### src/rtl/bitwise_arbiter.sv
// bitwise_arbiter: two-requester round-robin arbiter and sequencer for the
// shared 16-bit bitwise/shift unit. It grants one requester, drives the
// combinational unit from registers for one cycle, captures the result and
// holds it on a response channel tagged with the requester ID.
//
// Optional build macro: BITWISE_ARB_STATUS_EN adds the rsp_zero/rsp_neg flags.
//
// Handshake rules: a transfer happens on a rising edge where valid and ready
// are both high. reqN_ready is asserted only in IDLE and only for the granted
// requester. Once raised, rsp_valid stays high and rsp_* stay stable until
// the edge where rsp_ready is also high. rsp_ready has no effect while
// rsp_valid is low.
module bitwise_arbiter #(
  parameter int DATA_W = 16,
  parameter int RES_W  = 32
) (
  input  logic              clk,
  input  logic              rst_n,
  input  logic              req0_valid,
  output logic              req0_ready,
  input  logic [2:0]        req0_op,
  input  logic [DATA_W-1:0] req0_a,
  input  logic [DATA_W-1:0] req0_b,
  input  logic              req1_valid,
  output logic              req1_ready,
  input  logic [2:0]        req1_op,
  input  logic [DATA_W-1:0] req1_a,
  input  logic [DATA_W-1:0] req1_b,
  output logic [2:0]        bu_op_sel,
  output logic [DATA_W-1:0] bu_a,
  output logic [DATA_W-1:0] bu_b,
  input  logic [RES_W-1:0]  bu_result,
  output logic              rsp_valid,
  input  logic              rsp_ready,
  output logic [RES_W-1:0]  rsp_result,
  output logic              rsp_id,
  output logic              rsp_err,
`ifdef BITWISE_ARB_STATUS_EN
  output logic              rsp_zero,
  output logic              rsp_neg,
`endif
  output logic [1:0]        dbg_state,
  output logic              busy
);

  typedef enum logic [1:0] {
    IDLE = 2'd0,
    EXEC = 2'd1,
    RESP = 2'd2
  } state_t;

  state_t state;
  state_t state_nxt;
  logic   last_grant;
  logic   grant0;
  logic   grant1;

  // Grant logic: a lone requester always wins; on a tie the one not served last wins.
  always_comb begin
    grant0 = 1'b0;
    grant1 = 1'b0;
    if (state == IDLE) begin
      if (req0_valid && req1_valid) begin
        grant0 = last_grant;
        grant1 = !last_grant;
      end else begin
        grant0 = req0_valid;
        grant1 = req1_valid;
      end
    end
  end

  assign req0_ready = grant0;
  assign req1_ready = grant1;
  assign busy       = (state != IDLE);
  assign dbg_state  = state;

  // Next-state logic: IDLE -> EXEC on a grant, EXEC -> RESP always, RESP -> IDLE on handshake.
  always_comb begin
    state_nxt = state;
    case (state)
      IDLE:    if (grant0 || grant1) state_nxt = EXEC;
      EXEC:    state_nxt = RESP;
      RESP:    if (rsp_ready) state_nxt = IDLE;
      default: state_nxt = IDLE;
    endcase
  end

  // State register.
  always_ff @(posedge clk or negedge rst_n) begin
    if (!rst_n) begin
      state <= IDLE;
    end else begin
      state <= state_nxt;
    end
  end

  // Datapath: latch operands at grant, capture the unit result in EXEC, retire on handshake.
  always_ff @(posedge clk or negedge rst_n) begin
    if (!rst_n) begin
      bu_op_sel  <= 3'b000;
      bu_a       <= '0;
      bu_b       <= '0;
      rsp_valid  <= 1'b0;
      rsp_result <= '0;
      rsp_id     <= 1'b0;
      rsp_err    <= 1'b0;
      last_grant <= 1'b1;
    end else begin
      case (state)
        IDLE: begin
          if (grant0) begin
            bu_op_sel  <= req0_op;
            bu_a       <= req0_a;
            bu_b       <= req0_b;
            rsp_id     <= 1'b0;
            last_grant <= 1'b0;
          end else if (grant1) begin
            bu_op_sel  <= req1_op;
            bu_a       <= req1_a;
            bu_b       <= req1_b;
            rsp_id     <= 1'b1;
            last_grant <= 1'b1;
          end
        end
        EXEC: begin
          rsp_result <= bu_result;
          rsp_err    <= (bu_op_sel == 3'b111);
          rsp_valid  <= 1'b1;
        end
        RESP: begin
          if (rsp_ready) rsp_valid <= 1'b0;
        end
        default: begin
          rsp_valid <= 1'b0;
        end
      endcase
    end
  end

`ifdef BITWISE_ARB_STATUS_EN
  // Status flags are taken from the same unit result captured in EXEC.
  always_ff @(posedge clk or negedge rst_n) begin
    if (!rst_n) begin
      rsp_zero <= 1'b0;
      rsp_neg  <= 1'b0;
    end else if (state == EXEC) begin
      rsp_zero <= (bu_result == '0);
      rsp_neg  <= bu_result[RES_W-1];
    end
  end
`endif

endmodule

### config.mk
export PLATFORM = sky130hd
export DESIGN_NAME = bitwise_arbiter
export DESIGN_NICKNAME = d
export VERILOG_FILES = /design/src/rtl/bitwise_arbiter.sv
export SDC_FILE = /design/constraint.sdc
export NUM_CORES = 1
export LEC_CHECK = 0
export CAP_MARGIN = 0
export CORE_MARGIN = 8
export CORE_UTILIZATION = 43
export DETAILED_ROUTE_END_ITERATION = 16
export HOLD_SLACK_MARGIN = 0.1
export PLACE_DENSITY = 0.9
export SYNTH_ARGS = -nofsm -noshare
export SYNTH_HDL_FRONTEND = slang
export SYNTH_SLANG_ARGS = --single-unit
### constraint.sdc
create_clock -name clk -period 2.9 [get_ports clk]
set_input_delay 0.435 -clock clk [delete_from_list [all_inputs] [get_ports clk]]
set_output_delay 0.435 -clock clk [all_outputs]
set_load 0.03 [all_outputs]
# Yosys cells after proc, flatten, opt, wreduce, memory -nomap -nowiden

Index checks and enable logic that the tools add are counted.

Bits in registers: 73
Output and inout port bits: 75
Word-level logic and storage cells: 41

Equal/unequal tests: 5
Multiplexer cells: 17
Bitwise logic cells: 1
Reduce and logical (&&, ||, !) cells: 9

Operator list:

| cell                                                             | number |
|---|---|
| 16-bit two-way mux                                               | 4 |
| 1-bit two-way mux                                                | 7 |
| 3-bit two-way mux                                                | 2 |
| 2-bit one-hot mux with 3 select lines                            | 1 |
| 2-bit AND reduction                                              | 3 |
| 2-bit two-way mux                                                | 2 |
| 2-bit nonzero test                                               | 2 |
| 3-bit == test (second input constant)                            | 1 |
| 1-bit one-hot mux with 3 select lines                            | 1 |
| 2-bit by 1-bit == test with 1-bit output (second input constant) | 1 |
| 2-bit == test (second input constant)                            | 1 |
| 2-bit logical NOT                                                | 1 |
| 2-bit by 1-bit != test with 1-bit output (second input constant) | 1 |
| 2-bit != test (second input constant)                            | 1 |
| 1-bit logical AND                                                | 1 |
| 1-bit logical NOT                                                | 1 |
| 1-bit logical OR                                                 | 1 |
| 1-bit NOT                                                        | 1 |

# Depth between registers and ports, before layout

Gate-level depths: netlist of the first run.

Depth after elaboration: 6
Gate-level depth with buffers: 6
Gate-level depth less buffers: 4

# Worst setup path after synthesis of the first run

OpenSTA, ideal clock, no wires.

Kind: register to output
Start point: register state[0] (netlist: dbg_state[0])
End point: output port req0_ready
Arrival time: 1.406 ns
Required time: 2.465 ns
Path slack: 1.059 ns
Cell stages (with the launch flop): 5
Buffers on the path: 2
Cells stage by stage: dfrtp_1 nor3b_4 and2_1 buf_4 buf_6

Cells in the longest elaborated chain, start to end: 2

Ends and longest elaborated chain:

| element                | RTL line | source |
|---|---|---|
| from (decl)            | 52       | `state_t state;` |
| from (signal assigned) | 94       | `state <= state_nxt;` |
| 2-bit logical NOT      | 62       | `if (state == IDLE) begin` |
| 1-bit two-way mux      | 62       |  |
| to (decl)              | 20       | `output logic req0_ready,` |

No other way between the ends.

# Final worst setup path of the first run

Start point: register state[1] (netlist: dbg_state[1])
End point: output port req1_ready

Cells in the longest elaborated chain, start to end: 2

Ends and longest elaborated chain:

| element           | RTL line | source |
|---|---|---|
| 2-bit logical NOT | 62       |  |
| 1-bit two-way mux | 62       |  |
| to (decl)         | 25       | `output logic req1_ready,` |

No other way between the ends.

==> results_dict.tcl, run 1 <==
set metrics [dict create \
    finalClockSkew_ns 0.008694 \
    track_usage_pct 19.30 \
    power_density_mw_per_mm2 1198 \
    crit_path_end_kind "output pin" \
    vdd_drop_max_v 0.0006422 \
    avgViaCountPerCell 5.233 \
    path_cells "nor2_1 > nand2_1 > a21oi_1 > clkdlybuf4s50_1" \
    synth_top_area_cell "dfrtp_1" \
    r2r_start "dbg_state[0]$_DFFE_PN0P_" \
    synth_xor_area_share_pct 0 \
    cts_max_level 3 \
    p_leak_nw 2.250 \
    yosysWarningCount 0 \
    ys_seq_area_share_pct 53.19 \
    synth_area_leaders "dfrtp_1, o311ai_2, mux2_2, o21ai_0, nand3_1" \
    fmax_mhz 393.8 \
    netlist_area_sq_mm 0.003437 \
    die_area_sq_mm 0.01111 \
    required_ns 2.47 \
    maxSlewHeadroom_pct 37.50 \
    fillers 548 \
    die_w_um 105.4 \
    rr_endpoint "rsp_result[12]$_DFFE_PN0P_" \
    r2r_slack_ns 1.03 \
    cts_setup_buffers 0 \
    area_delta_synth_final_pct 61.67 \
    synth_compound_area_share_pct 21.30 \
    seq_area_sq_mm 0.001828 \
    antennaDiodeCount 0 \
    setup_viol 0 \
    clk_pin_slew_ns 0.08 \
    yosys.area.top_type_share_pct 52.42 \
    holdBufCountCts 0 \
    tritoncts "built" \
    synth_mux_area_share_pct 10.78 \
    clock_latency_ns 0.33 \
    slew_violations 0 \
    clockPowerShare_pct 13.0 \
    synth_top_family_by_area "compound AO/OA/AOI/OAI gates" \
    syn_avg_cell_area_sq_um 11.85 \
    worstSetupStartpointType "register" \
    fin_crit_sh_pct 87.56 \
    holdWs_ns 0.2389 \
    wl_per_cell_um 18.82 \
    dp_slack_ns 0.5020 \
    initial_core_util_pct 44.48 \
    portBuffers 181 \
    drc_errors 0 \
    power_mw 6.657 \
    synth_cell_types 26 \
    p_int_mw 3.770 \
    io_pins 182 \
    cp_num_cells 4 \
    synthCells 290 \
    synth_fa_ha_area_share_pct 0 \
    swShare_pct 43.37 \
    grt_pass1_wl_mm 17.35 \
    power.switching_mw 2.887 \
    core_area_sq_mm 0.007727 \
    path_class "reg -> out" \
    status "finished, final reports clean" \
    die_y_um 105.4 \
    arrival_ns 2.10 \
    crit_buf_inv 1 \
    place.gp.congestion 0.7149 \
    fin_setup_tns_ns 0 \
    nNetsFinal 571 \
    final_layout_size_suffix_gt1_share_pct 19.19 \
    grt_antenna_before_repair 0 \
    yosys.area_share.simple_pct 6.917 \
    placed_area_sq_mm 0.005338 \
    numCtsBuffers 9 \
    grt_start_max_net_pins 74 \
    rsz0062_at_grt "no" \
    synth_seq_cells 73 \
    dpl.hpwl_mm 8.012 \
    fin_area_sq_mm 0.005557 \
    cts_resized 0 \
    finalWorstSetupSlack_ns 0.3606 \
    cts_root_buf "clkbuf_8" \
    drt_iter0_drc 137 \
    drv_cap 0 \
    antenna_left 0 \
    wl_mm 10.75 \
    finalHoldViolCount 0 \
    worst-path-max-fanout 6 \
    grt-ovfl-total 0 \
    min_period_ns 2.539 \
    power_frac_seq_pct 27.8 \
    critical-path-top-delay-family "buffers and inverters" \
    clk_path_buf_depth 2 \
    row_count 32 \
    r2r_cells 2 \
    multiInputGateArea_sq_mm 0.001363 \
    synth_nets 397 \
    cts.sinks 73 \
    hp-class "in -> async" \
    num_vias 2988 \
    share_comb_of_total_power_pct 59.3 \
    slowest_delay_ns 0.69 \
    grt_pass1_vias 3312 \
    tightestPinTransition_ns 0.9355 \
    first_pass_iters 4 \
    crit_path_top_delay_cell "clkdlybuf4s50_1" \
]
## cell usage in the layout (no fill, tap or decap), drive strengths merged
| cell type | netlist | layout |
|---|---|---|
| buf | 11 | 8 |
| clkinvlp | 0 | 4 |
| bufinv | 0 | 2 |
| nor3b | 1 | 1 |
| nor2 | 4 | 4 |
| dfstp | 1 | 1 |
| nand4 | 1 | 1 |
| nand3 | 35 | 35 |
| dfrtp | 72 | 72 |
| o21ai | 38 | 38 |
| mux2i | 1 | 1 |
| nand2 | 1 | 1 |
| a21oi | 2 | 2 |
| inv | 38 | 38 |
| nand2b | 1 | 1 |
| mux2 | 32 | 32 |
| nor2b | 1 | 1 |
| clkdlybuf4s50 | 0 | 179 |
| clkbuf | 13 | 9 |
| clkinv | 0 | 1 |
| and2 | 1 | 1 |
| o21a | 1 | 1 |
| o311ai | 35 | 35 |
| a21o | 1 | 1 |
## how the worst max path moves through the flow
stage	from	endpoint	slack, ns
2_1_floorplan	dbg_state[0]$_DFFE_PN0P_	req0_ready	1.06
3_3_place_gp	req1_valid	req1_ready	0.51
3_5_place_dp	req1_valid	req1_ready	0.50
4_1_cts	dbg_state[1]$_DFFE_PN0P_	req1_ready	0.34
5_1_grt	dbg_state[0]$_DFFE_PN0P_	req1_ready	0.22
6_report	dbg_state[1]$_DFFE_PN0P_	req1_ready	0.36
## kinds of logic after synthesis
logic type | after synthesis
buffers and inverters | 62
AND/OR/NAND/NOR | 45
AO/OA/AOI/OAI | 77
multiplexers | 33
flip-flops | 73
## power groups by stage
stage | Clock (mW) | Sequential, mW | Combinational (mW)
after detailed placement | 0 | 1.87 | 4.00
after floorplan | 0 | 2.86 | 1.34
after global placement | 0 | 1.83 | 3.92
after CTS | 0.882 | 1.85 | 4.00
final | 0.865 | 1.85 | 3.94
after global routing | 0.923 | 1.92 | 4.17
## per-layer routing
layer | track usage [%] | vias to the layer above | share of wire (%)
met3 | 6.699 | 14 | 8.0
met5 | 0 | - | 0
met2 | 32.46 | 130 | 51
met4 | 7.441 | 0 | 1.9
met1 | 22.08 | 1458 | 40
li1 | - | 1386 | -
## layout make-up
class                      instances  area share [%]
clock buffer                       9           2.229
clock inverter                     7           1.711
inverter                          38           2.567
multi-input combinational        155           24.52
sequential                        73           32.90
tap                              102           2.297
timing repair buffer             187           33.78
## Yosys cell counts
| cell | number |
|---|---|
| dfrtp_1 | 72 |
| inv_1 | 38 |
| o21ai_0 | 37 |
| nand3_1 | 35 |
| mux2_2 | 32 |
| o311ai_2 | 28 |
| clkbuf_1 | 12 |
| buf_2 | 7 |
| o311ai_0 | 6 |
| nor2_1 | 4 |
| buf_6 | 3 |
| a21oi_1 | 2 |
| a21o_1 | 1 |
| and2_1 | 1 |
| buf_4 | 1 |
| clkbuf_2 | 1 |
| dfstp_2 | 1 |
| mux2i_1 | 1 |
| nand2_1 | 1 |
| nand2b_1 | 1 |
| nand4_1 | 1 |
| nor2b_1 | 1 |
| nor3b_4 | 1 |
| o21a_1 | 1 |
| o21ai_1 | 1 |
| o311ai_1 | 1 |
## state kept, by name, summed over array words and instances, names as in the netlist
name        flops
rsp_result     32
bu_a           16
bu_b           16
bu_op_sel       3
dbg_state       2
last_grant      1
rsp_err         1
rsp_id          1
rsp_valid       1
## worst reg2reg max path: stages, from the launching register on
cell and delay [ns]:
dfrtp_1 0.49, nor2b_4 0.82, mux2_2 0.44
## through the flow
| stage | utilization (%) | std cells |
|---|---|---|
| after CTS | 71.91 | 571 |
| after floorplan | - | 290 |
| final | 71.91 | 571 |
| after detailed placement | 69.07 | 555 |
| after global placement | 69.07 | 555 |
| after global routing | 71.91 | 571 |
Note: power is estimated with default switching activity, not from simulation.
==> inputs of run 2 (changes only) <==
ABC_AREA = 0   (was unset)
==> results of run 2 <==
Final layout, timing and power as in run 1 (identical DEF).
==> inputs of run 3 (changes only) <==
HOLD_SLACK_MARGIN = 0.08   (was 0.1)
==> results of run 3 <==
Final layout, timing and power as in run 1 (identical DEF).
==> RTL edit: new RTL, flow settings as in run 2 <==
Add a define of `BITWISE_ARB_STATUS_EN`.
--- a/src/rtl/bitwise_arbiter.sv
+++ b/src/rtl/bitwise_arbiter.sv
@@ -10,6 +10,8 @@
 // requester. Once raised, rsp_valid stays high and rsp_* stay stable until
 // the edge where rsp_ready is also high. rsp_ready has no effect while
 // rsp_valid is low.
+`define BITWISE_ARB_STATUS_EN
+
 module bitwise_arbiter #(
   parameter int DATA_W = 16,
   parameter int RES_W  = 32
Behaviour (old outputs only; new: rsp_neg and rsp_zero): unchanged (equiv_simple and equiv_induct, registers matched by name and starting in step).
==> RTL edit against run 2 <==
- cell area shrank 0.20%
- area after synthesis grew 1.5%
- worst setup slack gained 0.23 ns
- sequential cell count grew 1
- total power shrank 2.0%
- sequential power grew 2%
- sequential share of layout area grew 0.52 points
- routed wire length grew 10%
- critical path type is now primary input to primary output
==> RTL edit: results <==
[worst_setup_path]
r2r.worst_path.cells = 4
critPathMaxFanout = 3
regToRegEndpoint = bu_a[15]
r2r_slack_ns = 0.76
crit_start = req0_valid

[placement]
port_buffers = 183
dp_hpwl_um = 8830
place_area_sq_um = 5330
gp_congestion = 0.833

[power_and_ir_drop]
seqPwrFrac_pct = 29.0
ir_drop_mv = 0.780
combinationalPowerShare_pct = 57.8
p_leak_nw = 2.11
swShare_pct = 45.4

[finish]
fin_nets = 592
drive_above_1_share_pct = 6.75
reg_top3 = rsp_result: 32 flops, bu_a: 16 flops, bu_b: 16 flops
diodes = 0
fill_cells = 618

[grt]
grt_max_degree = 75
grt_pass1_vias = 3479
grt_usage_pct = 20.6
grt_pass1_wl_um = 18600

[drt]
drtIter0Drc = 143
wirelength_um = 11900
vias = 3426
first_pass_iters = 5

[synth]
synth_cell_types = 28
yosysSeqAreaShare_pct = 53.1
synth_warnings = 0
synth_area_leaders = dfrtp_1 52%, mux2_1 10%, o31ai_1 7.8%
synthTopCellsByCount = 73 x dfrtp_1, 37 x nand4_1, 36 x o31ai_1
synthesis.nets = 426

[worst_hold_path]
hold_class = primary input to async pin

[clocking]
htreeDepth = 3

[status]
status = finished clean

[timing]
fin_skew_ns = 0.00861
tightest_slew_ns = 0.910
## RTL edit: changes by cell type after synthesis, moves of 34 or more
cell,run 2,this run
o21ai_0,37,0
o31ai_1,0,36
nand4_1,1,37
inv_1,38,4
nand3_1,35,1
a31oi_1,0,34
## RTL edit: cell type report
type                       instances  area (sq um)  share of cell area [%]
tap                              105           131                    2.37
multi-input combinational        202          1420                    25.7
sequential                        74          1850                    33.4
clock buffer                       9           124                    2.23
inverter                           5          18.8                   0.338
clock inverter                     6          92.6                    1.67
timing repair buffer             193          1900                    34.3
## RTL edit: metal layers
layer | vias to the layer above | global-route usage (%) | wire length [um]
met5 | - | 0 | 0
met4 | 0 | 8.84 | 305
met3 | 25 | 6.84 | 1060
met2 | 177 | 33.4 | 5700
met1 | 1646 | 24.6 | 4810
li1 | 1578 | - | -
## RTL edit: kinds of logic (layout without fill, tap and decap cells)
kind of cell,Yosys count,count (layout),synth area share [%]
buffers and inverters,43,213,6.10
and+or+nand+nor,58,58,10.2
AOI/OAI and AO/OA,112,112,20.2
DFF,74,74,53.1
muxes,32,32,10.3
## RTL edit: per-stage QoR
step / worst slack, ns / hold slack [ns] / instances / power, W / utilization [%]
floorplan: 0.641 / 0.139 / 319 / 0.00413 / -
global placement: 0.577 / 0.459 / 579 / 0.00557 / 66.2
detailed placement: 0.575 / 0.470 / 579 / 0.00569 / 66.2
CTS: 0.570 / 0.259 / 594 / 0.00658 / 68.9
global route: 0.505 / 0.301 / 594 / 0.00688 / 68.9
finish: 0.591 / 0.213 / 594 / 0.00652 / 68.9
## RTL edit: worst max-delay path: stages
cell	delay (ns)
clkdlybuf4s50_1	0.50
inv_1	0.06
o211ai_1	0.22
inv_1	0.06
clkdlybuf4s50_1	0.59
